### src/rtl/debug_send.sv
// Debug state dumper: streams PC, step count, register file and data memory out over the UART, bytewise LSB first.
// Optional build macro DEBUG_SEND_CHECKSUM_EN appends a running-XOR checksum byte to the frame.
module debug_send #(
  parameter int unsigned N_REGS = 32,
  parameter int unsigned N_MEM  = 32
) (
  input  logic        clk,
  input  logic        rst,
  input  logic        i_start_send,
  input  logic [31:0] i_pc,
  input  logic [31:0] i_clk_count,
  output logic [4:0]  o_reg_addr,
  input  logic [31:0] i_reg_data,
  output logic [4:0]  o_mem_addr,
  input  logic [31:0] i_mem_data,
  output logic [7:0]  o_tx_data,
  output logic        o_tx_start,
  input  logic        i_tx_done,
  output logic        o_done_send,
  output logic        o_busy
);

  localparam int unsigned IDX_W    = 7;
  localparam int unsigned REG_BASE = 2;
  localparam int unsigned MEM_BASE = REG_BASE + N_REGS;
  localparam int unsigned N_WORDS  = MEM_BASE + N_MEM;
`ifdef DEBUG_SEND_CHECKSUM_EN
  // The checksum travels as a pseudo-word at index N_WORDS carrying a single byte.
  localparam int unsigned LAST_IDX = N_WORDS;
`else
  localparam int unsigned LAST_IDX = N_WORDS - 1;
`endif

  typedef enum logic [2:0] {
    IDLE, SET_ADDR, LATCH, SEND, WAIT_TX, NEXT, DONE
  } state_t;

  state_t             state_q, state_d;
  logic [IDX_W-1:0]   idx_q, idx_d;
  logic [1:0]         byte_q, byte_d;
  logic [31:0]        shift_q, shift_d;
  logic [31:0]        pc_q, pc_d;
  logic [31:0]        cnt_q, cnt_d;
  logic [4:0]         reg_addr_d, mem_addr_d;
  logic [7:0]         tx_data_d;
  logic               tx_start_d, done_send_d, busy_d;
`ifdef DEBUG_SEND_CHECKSUM_EN
  logic [7:0]         chk_q, chk_d;
`endif

  always_ff @(posedge clk) begin
    if (!rst) begin
      state_q     <= IDLE;
      idx_q       <= '0;
      byte_q      <= '0;
      shift_q     <= '0;
      pc_q        <= '0;
      cnt_q       <= '0;
      o_reg_addr  <= '0;
      o_mem_addr  <= '0;
      o_tx_data   <= '0;
      o_tx_start  <= 1'b0;
      o_done_send <= 1'b0;
      o_busy      <= 1'b0;
`ifdef DEBUG_SEND_CHECKSUM_EN
      chk_q       <= '0;
`endif
    end else begin
      state_q     <= state_d;
      idx_q       <= idx_d;
      byte_q      <= byte_d;
      shift_q     <= shift_d;
      pc_q        <= pc_d;
      cnt_q       <= cnt_d;
      o_reg_addr  <= reg_addr_d;
      o_mem_addr  <= mem_addr_d;
      o_tx_data   <= tx_data_d;
      o_tx_start  <= tx_start_d;
      o_done_send <= done_send_d;
      o_busy      <= busy_d;
`ifdef DEBUG_SEND_CHECKSUM_EN
      chk_q       <= chk_d;
`endif
    end
  end

  // Next state plus next values of every registered output.
  always_comb begin
    state_d    = state_q;
    idx_d      = idx_q;
    byte_d     = byte_q;
    shift_d    = shift_q;
    pc_d       = pc_q;
    cnt_d      = cnt_q;
    reg_addr_d = o_reg_addr;
    mem_addr_d = o_mem_addr;
    tx_data_d  = o_tx_data;
`ifdef DEBUG_SEND_CHECKSUM_EN
    chk_d      = chk_q;
`endif

    case (state_q)
      IDLE: begin
        if (i_start_send) begin
          pc_d    = i_pc;
          cnt_d   = i_clk_count;
          idx_d   = '0;
`ifdef DEBUG_SEND_CHECKSUM_EN
          chk_d   = '0;
`endif
          state_d = SET_ADDR;
        end
      end
      SET_ADDR: state_d = LATCH;
      LATCH: begin
        byte_d = '0;
        if (idx_q == IDX_W'(0))             shift_d = pc_q;
        else if (idx_q == IDX_W'(1))        shift_d = cnt_q;
        else if (idx_q < IDX_W'(MEM_BASE))  shift_d = i_reg_data;
        else if (idx_q < IDX_W'(N_WORDS))   shift_d = i_mem_data;
`ifdef DEBUG_SEND_CHECKSUM_EN
        else begin
          shift_d = {24'h0, chk_q};
          byte_d  = 2'd3;
        end
`endif
        state_d = SEND;
      end
      SEND: state_d = WAIT_TX;
      WAIT_TX: begin
        if (i_tx_done) begin
          if (byte_q == 2'd3) begin
            state_d = NEXT;
          end else begin
            shift_d = shift_q >> 8;
            byte_d  = 2'(byte_q + 2'd1);
            state_d = SEND;
          end
        end
      end
      NEXT: begin
        if (idx_q == IDX_W'(LAST_IDX)) begin
          state_d = DONE;
        end else begin
          idx_d   = IDX_W'(idx_q + IDX_W'(1));
          state_d = SET_ADDR;
        end
      end
      DONE:    state_d = IDLE;
      default: state_d = IDLE;
    endcase

    // Debug read addresses change only on entry to SET_ADDR, otherwise they hold.
    if (state_d == SET_ADDR) begin
      if (idx_d >= IDX_W'(REG_BASE) && idx_d < IDX_W'(MEM_BASE))
        reg_addr_d = 5'(idx_d - IDX_W'(REG_BASE));
      else if (idx_d >= IDX_W'(MEM_BASE) && idx_d < IDX_W'(N_WORDS))
        mem_addr_d = 5'(idx_d - IDX_W'(MEM_BASE));
    end

    if (state_d == SEND) begin
      tx_data_d = shift_d[7:0];
`ifdef DEBUG_SEND_CHECKSUM_EN
      if (idx_d != IDX_W'(N_WORDS))
        chk_d = chk_q ^ shift_d[7:0];
`endif
    end

    tx_start_d  = (state_d == SEND);
    done_send_d = (state_d == DONE);
    busy_d      = (state_d != IDLE) && (state_d != DONE);
  end

endmodule

### config.mk
export PLATFORM = sky130hd
export DESIGN_NAME = debug_send
export DESIGN_NICKNAME = d
export VERILOG_FILES = /design/src/rtl/debug_send.sv
export SDC_FILE = /design/constraint.sdc
export NUM_CORES = 1
export LEC_CHECK = 0
export BUFFER_PORTS_ARGS = -buffer_cell sky130_fd_sc_hd__clkbuf_2
export CAP_MARGIN = 10
export CORE_ASPECT_RATIO = 0.9
export CORE_UTILIZATION = 45
export DETAILED_ROUTE_END_ITERATION = 6
export PLACE_DENSITY = 0.69
export SETUP_SLACK_MARGIN = 0.05
export SYNTH_ARGS = -nofsm -noshare
export SYNTH_HDL_FRONTEND = slang
export SYNTH_SLANG_ARGS = --single-unit
### constraint.sdc
create_clock -name clk -period 3.4 [get_ports clk]
set_clock_uncertainty 0.2 [all_clocks]
set_input_delay 0.17 -clock clk [delete_from_list [all_inputs] [get_ports clk]]
set_output_delay 0.17 -clock clk [all_outputs]
set_load 0.05 [all_outputs]
Yosys cells after proc, flatten, opt, wreduce, memory -nomap -nowiden --
Index checks and enable logic that the tools add are counted.
Storage, ports and cells: logic and storage cells 69, output and inout port bits 21, bits of input ports 132, register bits after elaboration 129
Cells by class: order comparisons 6, bitwise gates (word level) 1, eq/ne operators 15, add/sub/neg operators 4, muxes and demuxes 18, reductions and logical operators 12
Operators with widths (number):
- two-way mux 32 bit | 6
- one-hot mux 32 bit (2 select lines) | 1
- one-hot mux 3 bit (6 select lines) | 1
- < comparator 7 x 6 -> 1 bit (second input constant) | 2
- < comparator 7 bit (second input constant) | 2
- two-way mux 7 bit | 2
- one-hot mux 7 bit (2 select lines) | 1
- two-way mux 3 bit | 4
- subtractor 5 x 2 -> 5 bit (second input constant) | 2
- equality test 3 x 2 -> 1 bit (second input constant) | 3
- equality test 3 bit (second input constant) | 3
- adder 7 x 1 -> 7 bit (second input constant) | 1
- equality test 7 x 1 -> 1 bit (second input constant) | 1
- equality test 7 bit (second input constant) | 1
- greater-or-equal comparator 7 x 2 -> 1 bit (second input constant) | 1
- greater-or-equal comparator 7 x 6 -> 1 bit (second input constant) | 1
- zero test 7 bit | 1
- equality test 3 x 1 -> 1 bit (second input constant) | 2
- AND reduction 3 bit | 2
- != test 5 bit (second input constant) | 1
- two-way mux 2 bit | 2
- != test 2 bit (second input constant) | 2
- one-hot mux 2 bit (2 select lines) | 1
- AND reduction 2 bit | 2
- other kinds (9) | 11

Longest topological paths before layout --
Gate-level depths: netlist of the first run.
depth in word-level cells 7, mapped depth 12, gate-level depth less buffers 11

Worst setup path after synthesis of the first run --
OpenSTA, ideal clock, no wires.
path kind register -> register, from register idx_q[4], to register o_reg_addr[4], arrival time 2.734 ns, stages on the path, launching flop included 11, buffers on the path 1, library setup time 0.121 ns, data required time 3.079 ns, clock period less this slack 3.056 ns, setup slack 0.344 ns, path through dfxtp_1 > or4_1 > buf_2 > o211ai_1 > nand3_1 > inv_1 > ha_1 > o211ai_1 > or3b_4 > o211ai_2 > mux2_4
Between the ends: cells in the longest elaborated chain, start to end 6, elaborated cells on any way between the ends 13, those cells by class add/sub (2); order compare (2); eq/ne (2); mux (5); reduce/logical (2)
RTL lines:
- start: declaration | line 39 | logic [IDX_W-1:0] idx_q, idx_d;
- start signal: assignment | line 70 | idx_q <= idx_d;
- adder 7 x 1 -> 7 bit / equality test 7 bit (equally long branches) | line 145, 142
- two-way mux 7 bit | line 142 | if (idx_q == IDX_W'(LAST_IDX)) begin
- one-hot mux 7 bit (2 select lines) | line 102 | case (state_q)
- greater-or-equal comparator 7 x 2 -> 1 bit / < comparator 7 x 6 -> 1 bit (equally long branches) | line 155 | if (idx_d >= IDX_W'(REG_BASE) && idx_d < IDX_W'(MEM_BASE))
- logical AND 1 bit | line 155
- AND reduction 2 bit (no line)
- end signal: assignment | line 75 | o_reg_addr <= reg_addr_d;
- end: declaration | line 12 | output logic [4:0] o_reg_addr,
Several ways; a longest one is shown, not always the timed one. A chain may end at the register's enable or synchronous reset.

Final worst setup path of the first run --
from register idx_q[1], to register o_reg_addr[0]
Between the ends: cells in the longest elaborated chain, start to end 6, elaborated cells on any way between the ends 13, those cells by class add/sub (2); order compare (2); eq/ne (2); mux (5); reduce/logical (2)
RTL lines (line):
- adder 7 x 1 -> 7 bit / equality test 7 bit (equally long branches) | 145, 142
- two-way mux 7 bit | 142
- one-hot mux 7 bit (2 select lines) * | 102
- via idx_d[1] | 39
- greater-or-equal comparator 7 x 2 -> 1 bit / < comparator 7 x 6 -> 1 bit (equally long branches) | 155
- logical AND 1 bit * | 155
- AND reduction 2 bit (no line) *
Mark *: on every way through the listed nets, which the timed path passes. The rest lies on a longest branch.

==> reports/metrics.csv, run 1 <==
metric,value,unit
post-synthesis async set-or-reset flop share,0,
antenna violations before repair,0,
Die Area,0.0142,mm2
Worst-path clk slew,0.06,ns
simple logic cell fraction of the synthesized area,0.188,
Hold Path Depth,3,
pre-CTS setup slack,0.238,ns
Worst-Margin Slew,0.756,ns
RSZ-0062 raised after global routing,no,
Total Nets Final,1107,
CP max FO,6,
H-tree depth,4,
Die Span Y,113,um
Placeable Area,0.0134,mm2
min cycle time layout,3.22,ns
post-route cell area,0.00835,mm2
vias in the first global route,5857,
most frequent cells in the layout,"184 x nand2_1, 152 x clkbuf_2, 143 x a21oi_1, 129 x dfxtp_1, 64 x dlygate4sd3_1",
Sink Count,129,
Power Density,537,mW/mm2
Final Hold Fails,0,
leak pwr,3.48,nW
setup_tns,0,ns
Setup Crit Path Kind,flip-flop to flip-flop,
Clock Tree Buf Depth,2,
Final setup viols,0,
max-slew violations,0,
worst path bufs/invs,3,
Pwr Total,4.49,mW
Crit path max-delay family,compound AO/OA/AOI/OAI gates,
"Period Utilization, post-route",0.948,
CP peak stage delay,0.47,ns
"leading cell type in the layout, fill and taps excluded",nand2_1,
GPL Wtd Cong,0.866,
Most used DFF post-synth,dfxtp_1,
Crit-path slowest cell,a221o_2,
total placed cells including tap cells,1052,
antenna cell count,0,
Hold Crit Class,input pin to flip-flop,
final core occ,0.625,
I/O Buffers,152,
final hold slack,0.0123,ns
dpl hpwl,11200,um
final worst slack,0.177,ns
Starting DRT DRC Count,424,
clk_lat worst skew,0.42,ns
"Arr. time, crit path",3.36,ns
Root Driver,clkbuf_16,
total gr overflow,0,
Worst R2R Path Depth,12,
Via Count,6226,
gr usage total,0.258,
critical path depth,12,
Antenna Nets Post-Route,0,
mux share of post-synthesis cell area,0.0720,
Avg WL per Cell,15.5,um
first-pass GRT wire length,28900,um
Inserted Clock Buffers,17,
WP data required,3.54,ns
Max Cap Viol,0,
post-CTS sizing,0,
CP Cell Sequence,inv_1 -> ha_1 -> and2_1 -> a21oi_1 -> a221o_2 -> inv_2 -> ha_1 -> o211ai_1 -> or3b_4 -> o211ai_2 -> buf_4 -> mux2i_1,
failing checks,DRC,
number of synthesized flops with an enable pin,0,
Synth Area in XOR/XNOR,0.00569,
# IOs,153,
Synth Area in Compound Gates,0.251,
Routed WL,17800,um
Fmax,0.310,GHz
relative slew slack,0.496,
DRC Markers,6,
Netlist cell types,56,
Non-Filler Instances,1150,
largest net degree at the start of global routing,69,
mapped cell area,0.00616,mm2
dpl cell area,0.00704,mm2
fraction of the mapped netlist area in adder cells,0.0122,
CTS tree,built,
sequential area share after synthesis,0.420,
Chip Width,125,um
Worst setup SP type,flip-flop,
critical path endpoint category,flip-flop,
#FFs+latches synth,129,
syn_area_per_cell,7.94,um2
DR pass1 iterations,7,
row cnt,40,
cells after synthesis,775,
Synth Net Count,913,
vias per std cell,5.41,
Max rail drop VDD,0.000399,V
share of post-route cells with drive strength above 1,0.236,
Syn. warnings,0,
largest family of logic cells by synthesized area,compound AO/OA/AOI/OAI gates,
Initial Util,0.461,
synthesis-to-finish area growth,35.7,%
Crit path top cell by count,ha_1,
status,"finished, violations left",
final timing paths:
check,from,to,slack (ns)
worst max register to register,idx_q[1]$_SDFF_PN0_,o_reg_addr[0]$_SDFFE_PN0P_,0.18
worst min register to register,pc_q[25]$_SDFFE_PN0P_,pc_q[25]$_SDFFE_PN0P_,0.25
worst min-delay path,rst,o_reg_addr[3]$_SDFFE_PN0P_,0.01
worst max-delay path,idx_q[1]$_SDFF_PN0_,o_reg_addr[0]$_SDFFE_PN0P_,0.18
tightest hold or removal path, cell delays in order:
cell and delay [ns]:
clkbuf_2 0.23, nand2_1 0.12, mux2i_1 0.05
layer usage:
layer	share of wire	GRT usage	wire, um
met1	0.46	0.342	8280
met2	0.47	0.421	8370
met3	0.050	0.0530	891
met4	0.015	0.0821	266
met5	0	0	0
final cells by class:
cell class                      instances  area [um2]
Timing Repair Buffer                  240        1580
Fill cell                            1180        5010
Clock inverter                         13         208
Clock buffer                           19         453
Inverter                               10        38.8
Multi-Input combinational cell        571        3280
Sequential cell                       129        2580
Tap cell                              168         210
registers in the layout, indices dropped and copies added, names as in the netlist:
signal and cells:
byte_q 2, o_tx_data 8, shift_q 32, o_done_send 1, o_mem_addr 5, cnt_q 32, state_q 3, idx_q 7
o_reg_addr 5, o_busy 1, o_tx_start 1, pc_q 32
kinds of logic after synthesis:
logic type,after synthesis
DFF,129
muxes,43
xor gates and xnor gates,4
AOI/OAI and AO/OA,257
and+or+nand+nor,261
adders and majority gates,6
buffers and inverters,75
synth_stat cells, types with 8 or more instances:
cell type / n / area [um2]
mux2i_1: 39 / 390
nand2_1: 184 / 691
a32o_1: 8 / 80.1
o21ai_0: 37 / 185
clkbuf_1: 49 / 184
o211ai_1: 25 / 188
nor2_1: 30 / 113
inv_1: 8 / 30.0
a211o_1: 9 / 78.8
a21oi_1: 143 / 716
a22oi_1: 16 / 120
and2_1: 8 / 50.1
dfxtp_1: 129 / 2580
repair_timing:
item / CTS / global route
endpoints found under the setup margin: 0 / 1
hold endpoints to repair: 64 / 0
hold buffers: 64 / 0
buffers inserted: 0 / 2
where the power goes:
part           internal, mW  switching (mW)
registers              1.64          0.0702
clock network          1.34           0.687
logic                 0.288           0.462
total                  3.27            1.22
Power figures use the tool's default switching activity.
==> run 2, diff against run 1 <==
Clock period 3.4 ns to 3.45 ns, I/O delays scaled along.
==> run 2 against run 1 <==
The run still ends with DRC left; combinational power shrank 2%; sequential share of layout area rose by 0.25 points; highest routed layer unchanged; clock-buffer cell count down 1; worst hold slack gained 0.035 ns; final cell count barely moved; global-route usage decreased by 0.39 points; critical path type unchanged; clock power is 12% lower; critical endpoint is now o_mem_addr[4]$_SDFFE_PN0P_; core utilization fell by 0.51 points; sequential power is essentially flat.
==> reports/metrics.csv, run 2 (synthesis gave the netlist of run 1 again) <==
metric,value,unit,change
antenna violations before repair,0,,unchanged
synthesis-to-finish area growth,34.6,%,
Die Span Y,113,um,unchanged
Non-Filler Instances,1149,,-0.087%
Avg WL per Cell,15.2,um,-2.1%
first-pass GRT wire length,28400,um,-1.9%
Antenna Nets Post-Route,0,,unchanged
RSZ-0062 raised after global routing,no,,
Root Driver,clkbuf_16,,
DR pass1 iterations,7,,unchanged
Max rail drop VDD,0.000360,V,-9.7%
failing checks,DRC,,
Comb power frac,0.174,,+0.007
clk_lat worst skew,0.42,ns,about the same
Chip Width,125,um,unchanged
Placeable Area,0.0134,mm2,unchanged
most frequent cells in the layout,"184 x nand2_1, 152 x clkbuf_2, 143 x a21oi_1, 129 x dfxtp_1, 65 x dlygate4sd3_1",,
"leading cell type in the layout, fill and taps excluded",nand2_1,,
Initial Util,0.461,,unchanged
largest net degree at the start of global routing,69,,unchanged
Clk pwr share,0.425,,-0.027
Total Nets Final,1106,,-0.090%
Cell Int Power,2.99,mW,-8.5%
Worst-Margin Slew,0.756,ns,+0.000513 ns
max-slew violations,0,,unchanged
Reg power frac,0.401,,+0.020
Clock Tree Buf Depth,2,,unchanged
H-tree depth,4,,unchanged
gr usage total,0.254,,-0.00389
status,"finished, violations left",,
CP max FO,6,,unchanged
min cycle time layout,3.25,ns,+0.0232 ns
row cnt,40,,unchanged
relative slew slack,0.496,,about the same
"Period Utilization, post-route",0.941,,-0.00702
antenna cell count,0,,unchanged
Die Area,0.0142,mm2,unchanged
sw power,1.22,mW,-0.14%
Fmax,0.308,GHz,-0.71%
switching share of power,0.289,,+0.0176
Regs by FF count,"cnt_q x32, pc_q x32, shift_q x32",,
WP data required,3.56,ns,+0.02 ns
Worst-path clk slew,0.06,ns,about the same
Final Hold Fails,0,,unchanged
DRC Markers,6,,unchanged
dpl hpwl,11100,um,-0.47%
Max Cap Viol,0,,unchanged
Setup Crit Path Kind,flip-flop to flip-flop,,
Starting DRT DRC Count,592,,+40%
vias in the first global route,5760,,-1.7%
# IOs,153,,unchanged
vias per std cell,5.36,,-0.93%
Hold Crit Class,input pin to flip-flop,,
total placed cells including tap cells,1052,,unchanged
I/O Buffers,152,,unchanged
post-CTS setup buffer count,0,,unchanged
total gr overflow,0,,unchanged
leak pwr,3.43,nW,-1.2%
critical path endpoint category,flip-flop,,
"Arr. time, crit path",3.36,ns,about the same
Final setup viols,0,,unchanged
share of post-route cells with drive strength above 1,0.235,,-0.000779
setup_tns,0,ns,unchanged
Via Count,6163,,-1.0%
CTS tree,built,,
Power Density,508,mW/mm2,-5.5%
Inserted Clock Buffers,17,,unchanged
Sink Count,129,,unchanged
GPL Wtd Cong,0.839,,-3.1%
Worst setup SP type,flip-flop,,
Routed WL,17400,um,-2.1%
-- run 2: cell types whose count changed in the layout (fill, tap and decap cells not counted), sizes merged --
cell and delta:
clkbuf -1, clkinvlp +2, bufinv -3, inv +2
buf -2, dlygate4sd3 +1
-- run 2: final cells by class --
type                    instances  area, um2
clock buffers                  18        439
clock inverters                14        156
fillers                      1222       5080
inverters                      10       38.8
multi-input cells             571       3280
flip-flops and latches        129       2580
well taps                     168        210
repair buffers                239       1580
-- run 2: worst paths after layout --
check | cells past startpoint | to | slack, ns | startpoint
hold reg to reg | 2 | pc_q[25]$_SDFFE_PN0P_ | 0.25 | pc_q[25]$_SDFFE_PN0P_
setup reg to reg | 11 | o_mem_addr[4]$_SDFFE_PN0P_ | 0.20 | idx_q[1]$_SDFF_PN0_
hold / removal | 5 | shift_q[13]$_SDFFE_PN0P_ | 0.05 | i_mem_data[13]
setup / recovery | 11 | o_mem_addr[4]$_SDFFE_PN0P_ | 0.20 | idx_q[1]$_SDFF_PN0_
-- run 2: what timing repair did --
item,in CTS,in global routing
hold buffers,65,0
setup endpoints to repair,0,4
endpoints found under the hold margin,68,0
resized for setup,0,1
-- run 2: power by group through the flow --
stage               sequential (mW)  clock, mW  combinational (mW)
finish                         1.69       1.79               0.734
global route                   1.70       1.88               0.813
CTS                            1.69       1.82               0.733
detailed placement             1.72          0               0.673
global placement               1.71          0               0.669
floorplan                      1.73          0               0.449
-- run 2: critical path: stages, from the launching register on --
cell	delay (ns)
dfxtp_1	0.38
inv_1	0.14
ha_1	0.22
and2_4	0.18
a21oi_1	0.11
a221o_2	0.45
inv_2	0.10
ha_1	0.19
o211ai_1	0.12
or3b_4	0.40
o22a_1	0.31
mux2_4	0.33
-- run 2: per-stage QoR --
step / power, mW / setup slack (ns) / cell area [um2] / hold WS, ns / util
3_5_place_dp: 2.39 / 0.189 / 7040 / 0.200 / 0.527
2_1_floorplan: 2.18 / 0.394 / 6160 / 0.108 / -
3_3_place_gp: 2.38 / 0.294 / 7040 / 0.199 / 0.527
6_report: 4.21 / 0.204 / 8290 / 0.0473 / 0.620
4_1_cts: 4.24 / 0.175 / 8280 / 0.0335 / 0.620
5_1_grt: 4.39 / 0.0440 / 8290 / 0.0721 / 0.620
-- run 2: per-layer routing --
metal | track usage | routed length (um)
met5 | 0 | 0
met4 | 0.0959 | 248
met3 | 0.0506 | 968
met2 | 0.425 | 8300
met1 | 0.324 | 7900
